===== src/rtl/count_seq_pkg.sv =====
// Shared types and constants for the count sequencer.
package count_seq_pkg;

  // Controller states; the encoding is fixed so status decode stays stable.
  typedef enum logic [1:0] {
    IDLE  = 2'd0,
    RUN   = 2'd1,
    PAUSE = 2'd2,
    DONE  = 2'd3
  } state_e;

  // Count direction as captured at start.
  localparam logic DIR_UP   = 1'b0;
  localparam logic DIR_DOWN = 1'b1;

endpackage


===== src/rtl/count_seq_prescaler.sv =====
// Tick generator for the count sequencer: a free-running divider that
// pulses once every prescale_i+1 enabled cycles. Only instantiated when
// COUNT_SEQ_PRESCALE_EN is defined.
module count_seq_prescaler #(
  parameter int PS_WIDTH = 4
) (
  input  logic                clk,
  input  logic                clr,
  input  logic                clear_i,
  input  logic                en_i,
  input  logic [PS_WIDTH-1:0] prescale_i,
  output logic                tick_o
);

  logic [PS_WIDTH-1:0] cnt_q, cnt_d;

  // prescale_i is live; >= rather than == means lowering it below the
  // current count ticks immediately instead of wrapping the whole range.
  assign tick_o = (cnt_q >= prescale_i);

  // Next divider count: cleared on request, frozen when not enabled.
  always_comb begin
    // NOTE: every _d gets its default first so no path leaves it unassigned (no latch).
    cnt_d = cnt_q;
    if (clear_i) begin
      cnt_d = '0;
    end else if (en_i) begin
      cnt_d = tick_o ? '0 : cnt_q + PS_WIDTH'(1);
    end
  end

  // Divider register with synchronous clear.
  always_ff @(posedge clk) begin
    // NOTE: sequential state uses <= so every flop samples pre-edge values.
    if (clr) begin
      cnt_q <= '0;
    end else begin
      cnt_q <= cnt_d;
    end
  end

endmodule


===== src/rtl/count_seq_ctrl.sv =====
// Count sequencer: captures limit/direction/reload at start, steps the
// count once per tick, strobes tc at the terminal value and either stops
// in DONE (one-shot) or reloads (periodic). Start/pause/abort control with
// busy/done status. Defining COUNT_SEQ_PRESCALE_EN adds the prescale port
// and a divider that slows the tick; otherwise the count steps every cycle.
module count_seq_ctrl
  import count_seq_pkg::*;
#(
  parameter int WIDTH = 4
`ifdef COUNT_SEQ_PRESCALE_EN
  ,
  parameter int PS_WIDTH = 4
`endif
) (
  input  logic                clk,
  input  logic                clr,
  input  logic                start,
  input  logic                pause,
  input  logic                abort,
  input  logic                dir,
  input  logic                reload,
  input  logic [WIDTH-1:0]    limit,
`ifdef COUNT_SEQ_PRESCALE_EN
  input  logic [PS_WIDTH-1:0] prescale,
`endif
  output logic [WIDTH-1:0]    q,
  output logic                tc,
  output logic                busy,
  output logic                done
);

  state_e           state_q, state_d;
  logic [WIDTH-1:0] count_q, count_d;
  logic [WIDTH-1:0] limit_q, limit_d;
  logic             dir_q, dir_d;
  logic             reload_q, reload_d;

  logic             tick;
  logic             start_ok;
  logic             run_step;
  logic [WIDTH-1:0] term;
  logic [WIDTH-1:0] init_run;
  logic             at_term;

  // Terminal and reload values come only from the captured shadow copies,
  // so limit/dir/reload wiggling mid-run has no effect.
  assign term     = (dir_q == DIR_UP)   ? limit_q : '0;
  assign init_run = (dir_q == DIR_DOWN) ? limit_q : '0;
  assign at_term  = (count_q == term);

  // A start is only honoured from IDLE or DONE, and abort outranks it.
  assign start_ok = start && !abort && (state_q == IDLE || state_q == DONE);

  // An edge on which the count actually advances (or hits terminal).
  assign run_step = (state_q == RUN) && !abort && !pause && tick;

`ifdef COUNT_SEQ_PRESCALE_EN
  count_seq_prescaler #(
    .PS_WIDTH (PS_WIDTH)
  ) u_prescaler (
    .clk        (clk),
    .clr        (clr),
    .clear_i    (abort || start_ok),
    .en_i       ((state_q == RUN) && !pause && !abort),
    .prescale_i (prescale),
    .tick_o     (tick)
  );
`else
  assign tick = 1'b1;
`endif

  // Next-state, next-count and shadow capture for the sequencer.
  always_comb begin
    state_d  = state_q;
    count_d  = count_q;
    limit_d  = limit_q;
    dir_d    = dir_q;
    reload_d = reload_q;

    case (state_q)
      IDLE, DONE: begin
        if (abort) begin
          state_d = IDLE;
          count_d = '0;
        end else if (start) begin
          limit_d  = limit;
          dir_d    = dir;
          reload_d = reload;
          count_d  = (dir == DIR_DOWN) ? limit : '0;
          state_d  = RUN;
        end
      end
      RUN: begin
        if (abort) begin
          state_d = IDLE;
          count_d = '0;
        end else if (pause) begin
          state_d = PAUSE;
        end else if (tick) begin
          if (at_term) begin
            if (reload_q) begin
              count_d = init_run;
            end else begin
              state_d = DONE;
            end
          end else if (dir_q == DIR_UP) begin
            count_d = count_q + WIDTH'(1);
          end else begin
            count_d = count_q - WIDTH'(1);
          end
        end
      end
      PAUSE: begin
        if (abort) begin
          state_d = IDLE;
          count_d = '0;
        end else if (!pause) begin
          state_d = RUN;
        end
      end
      default: begin
        state_d = IDLE;
        count_d = '0;
      end
    endcase
  end

  // State, count and shadow registers with synchronous clear.
  always_ff @(posedge clk) begin
    if (clr) begin
      state_q  <= IDLE;
      count_q  <= '0;
      limit_q  <= '0;
      dir_q    <= DIR_UP;
      reload_q <= 1'b0;
    end else begin
      state_q  <= state_d;
      count_q  <= count_d;
      limit_q  <= limit_d;
      dir_q    <= dir_d;
      reload_q <= reload_d;
    end
  end

  assign q    = count_q;
  assign tc   = run_step && at_term;
  assign busy = (state_q == RUN) || (state_q == PAUSE);
  assign done = (state_q == DONE);

endmodule


===== config.mk =====
export PLATFORM = sky130hd
export DESIGN_NAME = count_seq_ctrl
export DESIGN_NICKNAME = d
export VERILOG_FILES = /design/src/rtl/count_seq_pkg.sv /design/src/rtl/count_seq_prescaler.sv /design/src/rtl/count_seq_ctrl.sv
export SDC_FILE = /design/constraint.sdc
export NUM_CORES = 1
export LEC_CHECK = 0
export ABC_AREA = 1
export CAP_MARGIN = 20
export CORE_ASPECT_RATIO = 1.4
export CORE_MARGIN = 5
export CORE_UTILIZATION = 45
export DETAILED_ROUTE_END_ITERATION = 16
export GPL_TIMING_DRIVEN = 0
export PLACE_DENSITY = 0.8
export SLEW_MARGIN = 20
export SYNTH_ARGS = -nofsm -noshare
export SYNTH_HDL_FRONTEND = slang
export SYNTH_HIERARCHICAL = 1
export SYNTH_SLANG_ARGS = --single-unit

===== constraint.sdc =====
create_clock -name clk -period 3.4 [get_ports clk]
set_clock_uncertainty 0.1 [all_clocks]
set_input_delay 0.85 -clock clk [delete_from_list [all_inputs] [get_ports clk]]
set_output_delay 0.85 -clock clk [all_outputs]
set_load 0.01 [all_outputs]

==> run metrics, run 1 <==
Worst Hold Path Cells 2; sw frac 38.45%; Clock Tree Root clkbuf_4; Total Die Area 3040 um^2; Post-synth top cells 41 x nand2_1, 19 x inv_1, 18 x nor2_1, 15 x nand3_1; NetSw 0.2024 mW; port bufs 17; RSZ-0062 raised after global routing false; Mapped Nets 167; FF-to-FF Start state_q[0]; CP endpoint kind primary output; fill count 205; die height 63.27 um; Post-Synth Adder-Cell Area 9.053%; Overflow after GRT 0; simple-gate share of the synthesized area 39.09%; sequential share of the synthesized area 26.34%; starting density of the core 46.79%; Mapped Cells 150; clk_lat worst skew 0.30 ns; Worst EP required 2.45 ns; DR vias 1003; f_max 336.6 MHz; design area 1150 um^2; total power 0.5265 mW; DRC viols 0; Worst R2R End q[1]; Fin Setup TNS 0 ns; Worst VDD drop 0.2614 mV; Fin Hold WS 0.3857 ns; xor and xnor area share after synthesis 0.9602%; vias per cell 5.224; layout cells sized above 1 8.772%; Hold/Removal Path Class reg2reg; CTS Sinks 12; Non-Filler Instances 192; CTS tree built; Final WS setup 0.4290 ns; Final Max Slew Viols 0; pin count of the biggest net entering global routing 12; Post-synth EDFFs 0; ys flop type dfxtp_1; cell area power density 457.9 nW/um^2; Setup violations, final 0; Clock power frac 23.4%; global placer's final weighted congestion 0.7966; fin crit share 87.38%; distinct cell type count after synthesis 22; P_int 0.3241 mW; row cnt 19; critical path class in2out; H-tree depth 1; Core ar. 1949 um^2; antenna violations before repair 0; Synth-to-Final Area Change 26.06%; placed inst area 1109 um^2; Pleak 0.5760 nW; Avg WL per Cell 11.73 um; min-delay src limit_q[2]; Total GRT Usage 16.69%; Critical Path AT 2.02 ns; Clk pin slew, worst setup/hold paths 0.08 ns; largest fanout on the critical path 3; die span in x 48.05 um; top-count cell post-synth nand2_1; ys async rst share 0%; cell area after synthesis 912.1 um^2; Routed WL 2253 um; placed insts 188; status completed; Ant. Diodes 0; Initial DRC Count 34; synthesis warning total 6; Worst R2R Path Depth 9; max cap viols 0; Compound-Gate Fraction of Synth Area 13.31%; dpl ws 0.04821 ns; Final min period 2.971 ns; WHS Endpoint limit_q[2]; dpl hpwl 1751 um; Util after Layout 58.99%; largest family of logic cells by synthesized area simple AND/OR/NAND/NOR gates; post-synthesis register bit count 12; first-pass GRT wire length 3698 um; post-synthesis mux area share 0%; post-route ant nets 0; Post-CTS Repair Setup Buffers 0; TritonCTS Buffers 3; Nets 189; sequential share of power 33.6%; Slew @ Worst Pin 0.5131 ns; Synth top area share 26.34%; Startpoint Class input port; io pins 18; syn avg cell area 6.081 um^2; Fin. Hold Viols 0; top cells by area, synth dfxtp_1 26%, nand2_1 17%, nand3_1 8.2%; Slew headroom 65.63%; combinational power share 43.0%; CTS Buffer Depth 2; reg2reg setup slack 1.47 ns; cell accounting for the most synthesized area dfxtp_1; vias in the first global route 941; first-pass iteration count of the detailed router 4
-- flip-flops by register name (all words and copies together), names as in the netlist --
| register | flops |
|---|---|
| state_q | 2 |
| dir_q | 1 |
| q | 4 |
| limit_q | 4 |
| reload_q | 1 |
-- logic make-up (layout without fill, tap and decap cells) --
| kind of cell | after synthesis | in the layout |
|---|---|---|
| flip-flops | 12 | 12 |
| XOR/XNOR | 1 | 1 |
| buffers and inverters | 24 | 45 |
| AO/OA/AOI/OAI | 24 | 24 |
| adder cells (fa/ha/maj) | 6 | 6 |
| AND/OR/NAND/NOR | 83 | 83 |
-- metal layers --
metal / vias up / share of wire [%] / wire (um) / global-route usage, %
met3: 7 / 5.4 / 121 / 3.989
met4: 0 / 3.3 / 74 / 9.091
met2: 27 / 51 / 1159 / 28.48
met1: 445 / 40 / 898 / 17.30
met5: - / 0 / 0 / 0
li1: 524 / - / - / -
-- power by group through the flow --
stage	combinational, mW	sequential, mW	clock (mW)
final	0.227	0.177	0.123
after global routing	0.256	0.180	0.126
after CTS	0.227	0.177	0.120
after detailed placement	0.225	0.180	0
after global placement	0.220	0.180	0
after floorplan	0.158	0.179	0
-- critical path: stages --
cell             delay [ns]
clkdlybuf4s50_1        0.47
nor2_2                 0.16
inv_1                  0.07
nor2_1                 0.14
and3_1                 0.18
dlymetal6s2s_1         0.16
-- how the worst max path moves through the flow --
| stage | startpoint | endpoint | cells past startpoint |
|---|---|---|---|
| 2_1_floorplan | abort | tc | 4 |
| 3_3_place_gp | abort | tc | 6 |
| 3_5_place_dp | abort | tc | 6 |
| 4_1_cts | abort | tc | 6 |
| 5_1_grt | abort | tc | 6 |
| 6_report | abort | tc | 6 |
-- layout by cell type, fill, tap and decap left out, types with 2 or more instances in the layout --
master           instances
nor2_1                  17
ha_1                     5
and3_1                   2
clkbuf_4                 3
clkdlybuf4s50_1         16
nor2_2                   3
nand2_2                  2
nand3_1                 15
a21oi_1                 12
o21ai_0                 11
nand2_1                 41
inv_1                   19
dfxtp_1                 12
-- layout make-up --
| type | instances | area (um^2) | area share, % |
|---|---|---|---|
| plain buffers | 4 | 27.53 | 2.394 |
| clock buffers | 4 | 36.28 | 3.156 |
| inverters | 20 | 75.07 | 6.529 |
| multi-input cells | 114 | 571.8 | 49.73 |
| flip-flops and latches | 12 | 240.2 | 20.89 |
| well taps | 21 | 26.28 | 2.285 |
| repair buffers | 17 | 172.7 | 15.02 |
-- timing repair --
item / CTS / global route
setup endpoints to repair: 0 / 1
gates resized for setup: 0 / 2
hold buffers: 0 / 0
Power figures use the tool's default switching activity.
==> run 2, diff against run 1 <==
--- a/config.mk
+++ b/config.mk
@@ -18,3 +18,4 @@
 export SYNTH_HDL_FRONTEND = slang
 export SYNTH_HIERARCHICAL = 1
 export SYNTH_SLANG_ARGS = --single-unit
+export TNS_END_PERCENT = 50
==> results of run 2 <==
Same layout as run 1: the final DEF is identical, and so are final timing and power.
==> run 3, diff against run 2 <==
--- a/config.mk
+++ b/config.mk
@@ -8,7 +8,7 @@
 export ABC_AREA = 1
 export CAP_MARGIN = 20
 export CORE_ASPECT_RATIO = 1.4
-export CORE_MARGIN = 5
+export CORE_MARGIN = 2
 export CORE_UTILIZATION = 45
 export DETAILED_ROUTE_END_ITERATION = 16
 export GPL_TIMING_DRIVEN = 0
==> run 3 against run 2 <==
Combinational power hardly changed. Via count grew 1.5%. Cell area shrank 1.2%. Hold slack worse by 0.0052 ns. Wire length decreased by 0.44%. Largest cell class unchanged. Largest power group unchanged.
==> run metrics, run 3 (synthesis results as in run 1) <==
Final Max Slew Viols 0 (unchanged); Worst Hold Path Cells 2 (unchanged); first-pass iteration count of the detailed router 4 (unchanged); Initial DRC Count 16 (-53%); largest fanout on the critical path 3 (unchanged); FF-to-FF Start state_q[0]; starting density of the core 46.79% (unchanged); Non-Filler Instances 191 (-0.52%); critical path class in2out; fill count 211 (+2.9%); Slew headroom 64.51% (-1.1 points); Setup violations, final 0 (unchanged); Worst VDD drop 0.2319 mV (-11%); CTS tree built; first-pass GRT wire length 3919 um (+6.0%); CP Cell Sequence clkdlybuf4s50_1 -> nor2_2 -> inv_1 -> nor2_2 -> and3_1 -> clkdlybuf4s50_1; antenna violations before repair 0 (unchanged); reg2reg setup slack 1.47 ns (about the same); Startpoint Class input port; Ant. Diodes 0 (unchanged); top cell family by delay on the critical path buffers and inverters; Synth-to-Final Area Change 24.55%; Worst EP required 2.45 ns (about the same); layout cells sized above 1 8.824% (+0.052 points); fin crit share 97.21% (+9.8 points); DR vias 1018 (+1.5%); Total GRT Usage 21.35% (+4.7 points); placed inst area 1109 um^2 (unchanged); WHS Endpoint limit_q[2]; RSZ-0062 raised after global routing false; cell area power density 438.8 nW/um^2 (-4.2%); Post-CTS Repair Setup Buffers 0 (unchanged); placed insts 188 (unchanged); io pins 18 (unchanged); CTS Buffer Depth 2 (unchanged); dpl hpwl 1770 um (+1.1%); Core ar. 1949 um^2 (unchanged); CP Buf/Inv Count 3 (unchanged); Final WS setup 0.09478 ns (-0.3342 ns); multi-input logic area 574.3 um^2 (+0.44%); Avg WL per Cell 11.74 um (about the same); vias per cell 5.330 (+2.0%); commonest non-fill, non-tap cell in the layout nand2_1; Critical Path AT 2.36 ns (+0.34 ns); Total Die Area 2408 um^2 (-21%); Overflow after GRT 0 (unchanged); CTS Sinks 12 (unchanged); slowest stage delay, CP 0.53 ns (+0.06 ns); port bufs 17 (unchanged); dpl ws 0.04449 ns (-0.003721 ns); Final min period 3.305 ns (+0.3342 ns); pin count of the biggest net entering global routing 12 (unchanged); total power 0.4985 mW (-5.3%); Slew @ Worst Pin 0.5299 ns (+0.01677 ns); Pleak 0.5502 nW (-4.5%); Worst R2R Path Depth 9 (unchanged); Nets 189 (unchanged); crit path launch abort; Fin Setup TNS 0 ns (unchanged); Clock Tree Root clkbuf_4; TritonCTS Buffers 3 (unchanged); Routed WL 2243 um (-0.44%); clk_lat worst skew 0.29 ns (about the same); design area 1136 um^2 (-1.2%); most frequent cells in the layout 41 x nand2_1, 19 x inv_1, 17 x clkdlybuf4s50_1; CP endpoint kind primary output; Hold/Removal Path Class reg2reg; Fin Hold WS 0.3804 ns (-0.005228 ns); Worst R2R End q[2]; H-tree depth 1 (unchanged); die span in x 42.05 um (-12%); vias in the first global route 1003 (+6.6%); min-delay src limit_q[2]; post-route ant nets 0 (unchanged); max cap viols 0 (unchanged); row cnt 19 (unchanged); Fin. Hold Viols 0 (unchanged); f_max 302.6 MHz (-10%); Clk pin slew, worst setup/hold paths 0.07 ns (about the same); Util after Layout 58.28% (-0.71 points); die height 57.27 um (-9.5%); status completed; DRC viols 0 (unchanged); global placer's final weighted congestion 0.8139 (+2.2%); slowest CP cell clkdlybuf4s50_1; FF+latch area 240.2 um^2 (unchanged)
run 3: cell count changes in the layout (fill, tap and decap cells not counted), sizes merged:
cell	previous run	this run
dlymetal6s2s	1	0
clkdlybuf4s50	16	17
clkbuf	5	4
run 3: worst min-delay path: cells and delay by family, from the launching register on:
kind | cells | cell delay [ns]
buf+inv | 1 | 0.06
compound gates | 1 | 0.05
flops | 1 | 0.34
run 3: final cells by class:
class                      instances  share of cell area (%)
buffer                             4                   2.423
clock buffer                       3                   1.982
inverter                          20                   6.608
multi-input combinational        114                   50.55
sequential                        12                   21.15
tap                               21                   2.313
timing repair buffer              17                   14.98
run 3: power by group:
part / switching, mW / internal (mW)
Clock: 0.0513 / 0.0413
Combinational: 0.127 / 0.101
Sequential: 0.0203 / 0.157
Total: 0.199 / 0.300
run 3: what timing repair did:
action / in CTS / in global routing
endpoints found under the setup margin: 0 / 1
hold buffers: 0 / 0
resized for setup: 0 / 2
run 3: worst max-delay path by stage:
| stage | endpoint | slack (ns) | cells after the start |
|---|---|---|---|
| 2_1_floorplan | tc | 1.06 | 4 |
| 3_5_place_dp | tc | 0.04 | 6 |
| 3_3_place_gp | tc | 0.05 | 6 |
| 6_report | tc | 0.09 | 6 |
| 4_1_cts | tc | 0.03 | 6 |
| 5_1_grt | tc | 0.007 | 6 |
run 3: routing by layer:
metal / part of all wire, % / vias to the layer above / global-route usage, % / wire [um]
met5: 0 / - / 0 / 0
met4: 5.3 / 0 / 16.07 / 119
met3: 3.3 / 11 / 2.215 / 75
met2: 54 / 27 / 39.51 / 1217
met1: 37 / 461 / 21.46 / 831
li1: - / 519 / - / -
